--- config.mk ---
export PLATFORM = sky130hd
export DESIGN_NAME = fir_mac_pipe_flat
export DESIGN_NICKNAME = d
export VERILOG_FILES = /design/src/rtl/fir_mac_pipe_if.sv /design/src/rtl/fir_mac_pipe.sv /design/src/flat_wrapper.sv
export SDC_FILE = /design/constraint.sdc
export NUM_CORES = 1
export LEC_CHECK = 0
export CAP_MARGIN = 20
export CORE_AREA = 5 5 207 209
export DETAILED_ROUTE_END_ITERATION = 8
export DIE_AREA = 0 0 212 214
export PLACE_DENSITY = 0.77
export SKIP_LAST_GASP = 1
export SLEW_MARGIN = 20
export SYNTH_ARGS = -nofsm -noshare
export SYNTH_HDL_FRONTEND = slang
export SYNTH_SLANG_ARGS = --single-unit
--- constraint.sdc ---
create_clock -name axis_clk -period 8.4 [get_ports axis_clk]
set_input_delay 1.68 -clock axis_clk [delete_from_list [all_inputs] [get_ports axis_clk]]
set_output_delay 1.68 -clock axis_clk [all_outputs]
set_load 0.02 [all_outputs]
--- src/rtl/fir_mac_pipe_if.sv ---
// Stream-side bundle for fir_mac_pipe: operand pair input and frame result output.
// The master drives pairs and accepts results; the slave (the engine) does the reverse.
interface fir_mac_pipe_if #(
  parameter int DATA_W = 32,
  parameter int ACC_W  = 32,
  parameter int CNT_W  = 8
);
  logic              in_valid;
  logic              in_ready;
  logic [DATA_W-1:0] in_a;
  logic [DATA_W-1:0] in_b;
  logic              in_last;
  logic              out_valid;
  logic              out_ready;
  logic [ACC_W-1:0]  out_data;
  logic              out_ovf;
  logic [CNT_W-1:0]  out_count;

  modport master (
    output in_valid, in_a, in_b, in_last, out_ready,
    input  in_ready, out_valid, out_data, out_ovf, out_count
  );

  modport slave (
    input  in_valid, in_a, in_b, in_last, out_ready,
    output in_ready, out_valid, out_data, out_ovf, out_count
  );
endinterface

--- src/rtl/fir_mac_pipe.sv ---
// Two-stage multiply-accumulate engine: stage 1 registers the full product,
// stage 2 accumulates one frame and hands the sum to a single-entry output register.
module fir_mac_pipe #(
  parameter int DATA_W   = 32,
  parameter int ACC_W    = 32,
  parameter bit SIGNED   = 1'b1,
  parameter bit SATURATE = 1'b0,
  parameter int CNT_W    = 8
) (
  input  logic axis_clk,
  input  logic reset,
  input  logic flush,
  output logic busy,
  fir_mac_pipe_if.slave bus
);

  localparam int PROD_W = 2 * DATA_W;
  localparam logic [ACC_W-1:0] SMAX = {1'b0, {(ACC_W-1){1'b1}}};
  localparam logic [ACC_W-1:0] SMIN = {1'b1, {(ACC_W-1){1'b0}}};

  logic              s1_valid;
  logic              s1_last;
  logic [PROD_W-1:0] s1_prod;

  logic [ACC_W-1:0]  acc;
  logic              ovf_sticky;
  logic [CNT_W-1:0]  count;

  logic              stall;
  logic              accept;
  logic              s2_fire;
  logic [PROD_W-1:0] ext_a;
  logic [PROD_W-1:0] ext_b;
  logic [PROD_W-1:0] prod;
  logic [ACC_W-1:0]  prod_t;
  logic [ACC_W:0]    sum;
  logic              ovf;
  logic [ACC_W-1:0]  acc_next;

  // Only a finished frame waiting on a full output register can block the pipe.
  assign stall        = s1_valid && s1_last && bus.out_valid && !bus.out_ready;
  assign bus.in_ready = !stall || flush;
  assign accept       = bus.in_valid && bus.in_ready && !flush;
  assign s2_fire      = s1_valid && !stall && !flush;
  assign busy         = s1_valid || (count != '0);

  // Extending both operands to the product width makes one unsigned multiply
  // yield the correct low PROD_W bits for either signedness.
  always_comb begin
    if (SIGNED) begin
      ext_a = {{DATA_W{bus.in_a[DATA_W-1]}}, bus.in_a};
      ext_b = {{DATA_W{bus.in_b[DATA_W-1]}}, bus.in_b};
    end else begin
      ext_a = {{DATA_W{1'b0}}, bus.in_a};
      ext_b = {{DATA_W{1'b0}}, bus.in_b};
    end
  end

  assign prod   = ext_a * ext_b;
  assign prod_t = s1_prod[ACC_W-1:0];
  assign sum    = {1'b0, acc} + {1'b0, prod_t};

  generate
    if (ACC_W < PROD_W) begin : g_trunc
      logic unused_prod_hi;
      assign unused_prod_hi = ^s1_prod[PROD_W-1:ACC_W];
    end
  endgenerate

  // NOTE: every signal written here gets a default first, so no path can
  // leave it unassigned and infer a latch.
  always_comb begin
    ovf      = 1'b0;
    acc_next = sum[ACC_W-1:0];
    if (SIGNED) begin
      ovf = (acc[ACC_W-1] == prod_t[ACC_W-1]) && (sum[ACC_W-1] != acc[ACC_W-1]);
    end else begin
      ovf = sum[ACC_W];
    end
    if (SATURATE && ovf) begin
      if (SIGNED) acc_next = acc[ACC_W-1] ? SMIN : SMAX;
      else        acc_next = '1;
    end
  end

  // NOTE: sequential state uses non-blocking (<=) so every register samples
  // the pre-edge values regardless of statement order.
  always_ff @(posedge axis_clk) begin
    if (reset) begin
      s1_valid <= 1'b0;
      s1_last  <= 1'b0;
      s1_prod  <= '0;
    end else if (flush) begin
      s1_valid <= 1'b0;
    end else if (accept) begin
      s1_valid <= 1'b1;
      s1_last  <= bus.in_last;
      s1_prod  <= prod;
    end else if (s2_fire) begin
      s1_valid <= 1'b0;
    end
  end

  always_ff @(posedge axis_clk) begin
    if (reset) begin
      acc           <= '0;
      ovf_sticky    <= 1'b0;
      count         <= '0;
      bus.out_valid <= 1'b0;
      bus.out_data  <= '0;
      bus.out_ovf   <= 1'b0;
      bus.out_count <= '0;
    end else begin
      if (bus.out_valid && bus.out_ready) bus.out_valid <= 1'b0;
      if (flush) begin
        acc        <= '0;
        ovf_sticky <= 1'b0;
        count      <= '0;
      end else if (s2_fire) begin
        if (s1_last) begin
          // A new result wins over a same-edge drain of the previous one.
          bus.out_data  <= acc_next;
          bus.out_ovf   <= ovf_sticky | ovf;
          bus.out_count <= count + 1'b1;
          bus.out_valid <= 1'b1;
          acc           <= '0;
          ovf_sticky    <= 1'b0;
          count         <= '0;
        end else begin
          acc        <= acc_next;
          ovf_sticky <= ovf_sticky | ovf;
          count      <= count + 1'b1;
        end
      end
    end
  end

endmodule

--- src/flat_wrapper.sv ---
// flat-port wrapper written by rule: the top's interface ports become plain ports
module fir_mac_pipe_flat 
#(
  parameter int DATA_W   = 32,
  parameter int ACC_W    = 32,
  parameter bit SIGNED   = 1'b1,
  parameter bit SATURATE = 1'b0,
  parameter int CNT_W    = 8
)
  (axis_clk, reset, flush, busy, bus_in_valid, bus_in_a, bus_in_b, bus_in_last, bus_out_ready, bus_in_ready, bus_out_valid, bus_out_data, bus_out_ovf, bus_out_count);
  fir_mac_pipe_if #(.DATA_W(DATA_W), .ACC_W(ACC_W), .CNT_W(CNT_W)) bus_i ();
  input  logic axis_clk;
  input  logic reset;
  input  logic flush;
  output logic busy;
  input wire logic [$bits(bus_i.in_valid)-1:0] bus_in_valid;
  input wire logic [$bits(bus_i.in_a)-1:0] bus_in_a;
  input wire logic [$bits(bus_i.in_b)-1:0] bus_in_b;
  input wire logic [$bits(bus_i.in_last)-1:0] bus_in_last;
  input wire logic [$bits(bus_i.out_ready)-1:0] bus_out_ready;
  output wire logic [$bits(bus_i.in_ready)-1:0] bus_in_ready;
  output wire logic [$bits(bus_i.out_valid)-1:0] bus_out_valid;
  output wire logic [$bits(bus_i.out_data)-1:0] bus_out_data;
  output wire logic [$bits(bus_i.out_ovf)-1:0] bus_out_ovf;
  output wire logic [$bits(bus_i.out_count)-1:0] bus_out_count;
  assign bus_i.in_valid = bus_in_valid;
  assign bus_i.in_a = bus_in_a;
  assign bus_i.in_b = bus_in_b;
  assign bus_i.in_last = bus_in_last;
  assign bus_i.out_ready = bus_out_ready;
  assign bus_in_ready = bus_i.in_ready;
  assign bus_out_valid = bus_i.out_valid;
  assign bus_out_data = bus_i.out_data;
  assign bus_out_ovf = bus_i.out_ovf;
  assign bus_out_count = bus_i.out_count;
  fir_mac_pipe #(.DATA_W(DATA_W), .ACC_W(ACC_W), .SIGNED(SIGNED), .SATURATE(SATURATE), .CNT_W(CNT_W)) u_core (.axis_clk(axis_clk), .reset(reset), .flush(flush), .busy(busy), .bus(bus_i));
endmodule
==> impl_metrics.yaml, run 1 <==
finish:
  final_layout_size_suffix_gt1_frac: 0.105
  fillers: 3303
  final-instance-count-excl-fill: 3313
  design.final.nets: 3430
  diodes: 0
  synthToLayoutAreaGrowth_pct: 17.0
setup_path:
  critical_path_required_ns: 8.65
  critPathKind: "in -> reg"
  worst_path_most_repeated_cell: "sky130_fd_sc_hd__fa_1"
  worst-path-max-fanout: 5
  timing.critical_path.slowest_stage_cell: "sky130_fd_sc_hd__clkdlybuf4s50_1"
  crit_path_end_kind: "flip-flop"
  timing.critical_path.slowest_cell_delay_ns: 0.55
  start_kind: "input port"
  arrival_ns: 8.43
synth:
  synth_top_flop_cell: "sky130_fd_sc_hd__dfxtp_1"
  most_common_cell_in_the_netlist: "sky130_fd_sc_hd__inv_1"
  synth.ff_latch_count: 117
  synth.yosys.warnings: 0
  synth-edff-count: 0
  synthArstFlopShare: 0
  syn-mean-instance-area_um2: 8.64
  list_of_most_frequent_post_synthesis_cells: "sky130_fd_sc_hd__inv_1 (470), sky130_fd_sc_hd__fa_1 (409), sky130_fd_sc_hd__nand2_1 (378)"
  syn_nets: 3232
  synth_top_cell_by_area: "sky130_fd_sc_hd__fa_1"
  synthTopCellsByArea: "sky130_fd_sc_hd__fa_1 (37%), sky130_fd_sc_hd__dfxtp_1 (11%), sky130_fd_sc_hd__ha_1 (10%), sky130_fd_sc_hd__and2_1 (8.3%), sky130_fd_sc_hd__inv_1 (7.9%)"
  synthesized_area_mm2: 0.0222
  synth_cell_types: 75
  synth_top_area_share: 0.369
  yosysSeqAreaShare: 0.105
  netlist_instances: 2570
global_route:
  gr-max-usage-layer: "met2"
  antenna_violations_before_repair: 2
  globalRouteMet2Util: 0.434
  groute.layer.met1.usage: 0.349
  globalRouteTotalUtil: 0.262
  met3_usage: 0.0514
  globalRouteOverflowTotal: 0
  largest_net_degree_at_the_start_of_global_routing: 82
  grt_first_pass_wirelength_um: 97500
  grt_pass1_vias: 19303
floorplanning:
  floorplan.die_area_mm2: 0.0454
  rows: 74
  floorplan.initialDensity: 0.546
  fp.dieH_um: 214
  top_level_ports: 114
  dieWidth_um: 212
  core_area_mm2: 0.0406
route:
  detailedRoute.firstPassIterationCount: 5
  vias_per_cell: 5.44
  wl_per_cell_um: 17.9
  ant_nets: 0
  post_route_drc: 0
  vias: 18010
  drtIter0Drc: 1237
  postRouteWirelength_um: 59300
placement:
  place.detailed.instances: 3260
  placement.setup.worst_slack_ns: -0.630
  dp.final_hpwl_um: 48600
  place.gp.congestion: 0.932
  buffer_ports.inserted: 113
sta:
  timing.final.hold_violations: 0
  clock_tree_skew_after_final_layout_ns: 0.00858
  post-route-min-period_ns: 8.18
  fmax_mhz: 122
  max_slew_violations: 0
  slew_headroom: 0.296
  worst_slew_pin_slew_ns: 1.05
  fin_ws_ns: 0.225
  post-route-period-util: 0.973
  timing.final.setup_violations: 0
  unrepaired_setup_endpoints_after_global_routing: "yes"
clock_tree:
  cts_buffers: 17
  cts_max_level: 4
  clock_insertion_delay_worst_skew_ns: 0.41
  tritoncts_clock_tree: "yes"
  cts_sinks: 117
  ctsLongestPathBuffers: 2
  path_clk_slew_ns: 0.06
  buffer_cell_driving_the_clock_tree_root: "sky130_fd_sc_hd__clkbuf_16"
min_path:
  hold_path.class: "reg -> reg"
flow_run:
  maximum_capacitance_violations: 0
outcome:
  run_status: "complete, no violations"
[logic make-up after synthesis]
family / after synthesis / share of synthesized area
buffers and inverters: 599 / 0.102
xor gates and xnor gates: 112 / 0.0448
muxes: 1 / 0.000451
AOI/OAI and AO/OA: 267 / 0.0791
DFF: 117 / 0.105
adders and majority gates: 592 / 0.472
and+or+nand+nor: 882 / 0.196
[timing repair]
item                       4_1_cts  5_1_grt
resized for setup               15       85
hold buffers                     0        0
gates cloned                     0        2
setup endpoints to repair        6       10
pin swaps                        5       31
setup buffers                    2       17
[critical path: cells and delay by family]
family | cells | cell delay [ns]
adders and majority gates | 9 | 3.78
buffers and inverters | 9 | 0.98
AOI/OAI and AO/OA | 5 | 1.04
and+or+nand+nor | 5 | 0.95
[path summary, 6_finish.rpt]
check / from / end / slack (ns) / cells past startpoint
worst max-delay path: bus_in_a[3] / u_core.s1_prod[28]$_SDFFE_PP0P_ / 0.22 / 28
worst max register to register: u_core.s1_prod[0]$_SDFFE_PP0P_ / u_core.bus.out_data[28]$_SDFFE_PP0P_ / 5.11 / 11
worst min-delay path: u_core.bus.out_data[24]$_SDFFE_PP0P_ / u_core.bus.out_data[24]$_SDFFE_PP0P_ / 0.45 / 2
worst min register to register: u_core.bus.out_data[24]$_SDFFE_PP0P_ / u_core.bus.out_data[24]$_SDFFE_PP0P_ / 0.45 / 2
[metrics by stage]
step	util	cell area, um^2	hold WS, ns	TNS, ns
after floorplan	-	22200	0.436	0
after global placement	0.614	24900	0.442	-3.25
after detailed placement	0.614	24900	0.449	-4.13
after CTS	0.630	25600	0.456	0
after global routing	0.639	26000	0.479	-0.00192
final	0.639	26000	0.454	0
[layer usage]
layer / vias to the layer above / wire, um
li1: 8246 / -
met3: 132 / 4540
met5: - / 30
met2: 713 / 28300
met4: 4 / 1970
met1: 8915 / 24500
[state kept, by name (all words and copies together) (netlist names)]
register / cells
u_core.acc: 32
u_core.bus.out_count: 8
u_core.bus.out_data: 32
u_core.bus.out_ovf: 1
u_core.bus.out_valid: 1
u_core.count: 8
u_core.ovf_sticky: 1
u_core.s1_last: 1
u_core.s1_prod: 32
u_core.s1_valid: 1
[cell usage in the layout (no fill, tap or decap), types with 83 or more instances in the layout]
cell / count
sky130_fd_sc_hd__nand2_1: 376
sky130_fd_sc_hd__and2_1: 286
sky130_fd_sc_hd__fa_1: 399
sky130_fd_sc_hd__dfxtp_1: 117
sky130_fd_sc_hd__ha_1: 179
sky130_fd_sc_hd__buf_4: 156
sky130_fd_sc_hd__a21oi_1: 110
sky130_fd_sc_hd__nor2_1: 95
sky130_fd_sc_hd__xnor2_1: 87
sky130_fd_sc_hd__clkdlybuf4s50_1: 83
sky130_fd_sc_hd__inv_1: 464
[cell type report]
class | instances | area (um^2) | share of cell area
Inverter | 470 | 1760 | 0.0679
Multi-Input combinational cell | 1854 | 17700 | 0.682
Timing Repair Buffer | 308 | 2910 | 0.112
Clock inverter | 12 | 129 | 0.00496
Tap cell | 532 | 666 | 0.0256
Clock buffer | 20 | 457 | 0.0176
Sequential cell | 117 | 2340 | 0.0902
Power of run 1 is left out: the tool's default activity adds up to more than one toggle a clock period on the data nets, which glitch-free logic cannot reach.
==> inputs of run 2 (changes only) <==
Settings changed: CAP_MARGIN 20 to 15.
==> results of run 2 <==
Final layout, timing and power as in run 1 (identical DEF).
Power of run 2 is left out for the same reason.
==> inputs of run 3 (changes only) <==
Settings changed: ABC_AREA set to 1, CORE_AREA 5 5 207 209 to 5 5 236 238, DIE_AREA 0 0 212 214 to 0 0 241 243, PLACE_DENSITY 0.77 to unset.
==> impl_metrics.yaml, run 3 <==
outcome:
  run_status: "complete, no violations"
setup_path:
  critical_path_required_ns: 8.77
  critPathKind: "in -> reg"
  timing.critical_path.slowest_cell_delay_ns: 0.62
  arrival_ns: 8.42
  start_kind: "input port"
  worst_path_most_repeated_cell: "sky130_fd_sc_hd__fa_1"
  crit_path_end_kind: "flip-flop"
  worst-path-max-fanout: 8
  timing.critical_path.slowest_stage_cell: "sky130_fd_sc_hd__clkdlybuf4s50_1"
sta:
  fmax_mhz: 124
  timing.final.setup_violations: 0
  post-route-min-period_ns: 8.05
  post-route-period-util: 0.959
  max_slew_violations: 0
  unrepaired_setup_endpoints_after_global_routing: "no"
  slew_headroom: 0.387
  worst_slew_pin_slew_ns: 0.920
  clock_tree_skew_after_final_layout_ns: 0.00850
  fin_ws_ns: 0.346
  timing.final.hold_violations: 0
finish:
  mostFrequentLayoutCell: "sky130_fd_sc_hd__inv_1"
  fillers: 5270
  diodes: 0
  register_area_mm2: 0.00234
  multi_input_area_mm2: 0.0172
  final_layout_size_suffix_gt1_frac: 0.0658
  top_regs: "u_core.acc (32), u_core.bus.out_data (32), u_core.s1_prod (32)"
  synthToLayoutAreaGrowth_pct: 14.5
  final_cell_mix: "sky130_fd_sc_hd__inv_1 (915), sky130_fd_sc_hd__nand2_1 (846), sky130_fd_sc_hd__fa_1 (409), sky130_fd_sc_hd__ha_1 (183), sky130_fd_sc_hd__dfxtp_1 (117)"
  design.final.nets: 4023
synth:
  synth-compound-area-share: 0.0733
  main_combinational_cell_family_by_area_after_synthesis: "adder cells"
  synthTopCellsByArea: "sky130_fd_sc_hd__fa_1 (35%), sky130_fd_sc_hd__inv_1 (15%), sky130_fd_sc_hd__nand2_1 (13%), sky130_fd_sc_hd__dfxtp_1 (9.9%), sky130_fd_sc_hd__ha_1 (9.7%)"
  syn-mean-instance-area_um2: 7.30
  syn_nets: 3898
  synth_cell_types: 48
  synthArstFlopShare: 0
  yosysSeqAreaShare: 0.0992
  synth_top_area_share: 0.347
  synth_top_flop_cell: "sky130_fd_sc_hd__dfxtp_1"
  synth.yosys.warnings: 0
  list_of_most_frequent_post_synthesis_cells: "sky130_fd_sc_hd__inv_1 (915), sky130_fd_sc_hd__nand2_1 (846), sky130_fd_sc_hd__fa_1 (409)"
  post_synth_and_or_nand_nor_area_fraction: 0.190
  synth_xor_area_frac: 0.0200
  netlist_instances: 3236
  synth.ff_latch_count: 117
  synth.area.mux_share: 0
  most_common_cell_in_the_netlist: "sky130_fd_sc_hd__inv_1"
  synthAdderAreaFrac: 0.444
  synth_top_cell_by_area: "sky130_fd_sc_hd__fa_1"
  synth-edff-count: 0
  synthesized_area_mm2: 0.0236
global_route:
  antenna_violations_before_repair: 0
  grt_first_pass_wirelength_um: 109000
  largest_net_degree_at_the_start_of_global_routing: 59
  globalRouteTotalUtil: 0.231
  grt_pass1_vias: 21151
  globalRouteOverflowTotal: 0
route:
  drtIter0Drc: 979
  vias_per_cell: 4.84
  vias: 19717
  ant_nets: 0
  wl_per_cell_um: 16.3
  postRouteWirelength_um: 66400
  detailedRoute.firstPassIterationCount: 7
  post_route_drc: 0
clock_tree:
  path_clk_slew_ns: 0.05
  buffer_cell_driving_the_clock_tree_root: "sky130_fd_sc_hd__clkbuf_16"
  post_cts.repair.setup_buffers: 0
  clock_insertion_delay_worst_skew_ns: 0.42
  cts_buffers: 17
  post_cts_hold_buffers: 0
  tritoncts_clock_tree: "yes"
  ctsLongestPathBuffers: 2
  cts_max_level: 4
  cts_sinks: 117
  cts-resized-gates: 0
floorplanning:
  fp.dieH_um: 243
  dieWidth_um: 241
  core_area_mm2: 0.0534
  floorplan.die_area_mm2: 0.0586
  rows: 85
  top_level_ports: 114
  floorplan.initialDensity: 0.442
placement:
  placement.setup.worst_slack_ns: -0.229
  buffer_ports.inserted: 113
  place.gp.congestion: 0.957
  dp.final_hpwl_um: 55300
flow_run:
  maximum_capacitance_violations: 0
min_path:
  hold_path.class: "reg -> reg"
==> run 3: changes by cell type in the layout (fill, tap and decap cells not counted), moves of 62 or more <==
cell / previous run / this run
sky130_fd_sc_hd__and2_1: 286 / 1
sky130_fd_sc_hd__buf_4: 156 / 94
sky130_fd_sc_hd__inv_1: 464 / 915
sky130_fd_sc_hd__nand2_1: 376 / 846
sky130_fd_sc_hd__o21ai_0: 22 / 84
sky130_fd_sc_hd__xnor2_1: 87 / 16
==> run 3: layout make-up <==
cell class / instances / share of cell area
Multi-Input combinational cell: 2053 / 0.635
Inverter: 930 / 0.129
Timing Repair Buffer: 242 / 0.0942
Sequential cell: 117 / 0.0866
Tap cell: 696 / 0.0322
Clock buffer: 20 / 0.0173
Clock inverter: 12 / 0.00564
==> run 3: worst paths after layout <==
path / start / slack (ns) / depth (start not counted) / to
max: bus_in_a[21] / 0.35 / 27 / u_core.s1_prod[27]$_SDFFE_PP0P_
min: u_core.bus.out_data[2]$_SDFFE_PP0P_ / 0.46 / 2 / u_core.bus.out_data[2]$_SDFFE_PP0P_
max reg2reg: u_core.bus.out_valid$_SDFF_PP0_ / 5.46 / 11 / u_core.bus.out_data[17]$_SDFFE_PP0P_
min reg2reg: u_core.bus.out_data[2]$_SDFFE_PP0P_ / 0.46 / 2 / u_core.bus.out_data[2]$_SDFFE_PP0P_
==> run 3: through the flow <==
step           cells  TNS (ns)  instance area (um^2)  utilization  hold slack, ns
3_3_place_gp    4038    -0.476                 26400        0.495           0.455
2_1_floorplan   3236         0                 23600            -           0.449
4_1_cts         4070         0                 27000        0.506           0.468
3_5_place_dp    4038    -0.529                 26400        0.495           0.460
6_report        4070         0                 27100        0.507           0.463
5_1_grt         4070         0                 27100        0.507           0.489
==> run 3: worst max-delay path: cells and delay by family <==
family	cells	cell delay (ns)
compound gates	2	0.26
fa+ha+maj	9	4.33
buf+inv	8	1.03
simple gates	8	1.09
==> run 3: kinds of logic (layout without fill, tap and decap cells) <==
group | after synthesis | count (layout)
fa+ha+maj | 592 | 592
compound gates | 293 | 293
buf+inv | 1066 | 1204
flops | 117 | 117
simple gates | 1114 | 1114
xor+xnor | 54 | 54
==> run 3: routing by layer <==
layer / share of wire / GRT usage
met5: 0 / 0
met3: 0.039 / 0.0176
met4: 0.033 / 0.0747
met1: 0.42 / 0.290
met2: 0.51 / 0.420
Power of run 3 is left out for the same reason.
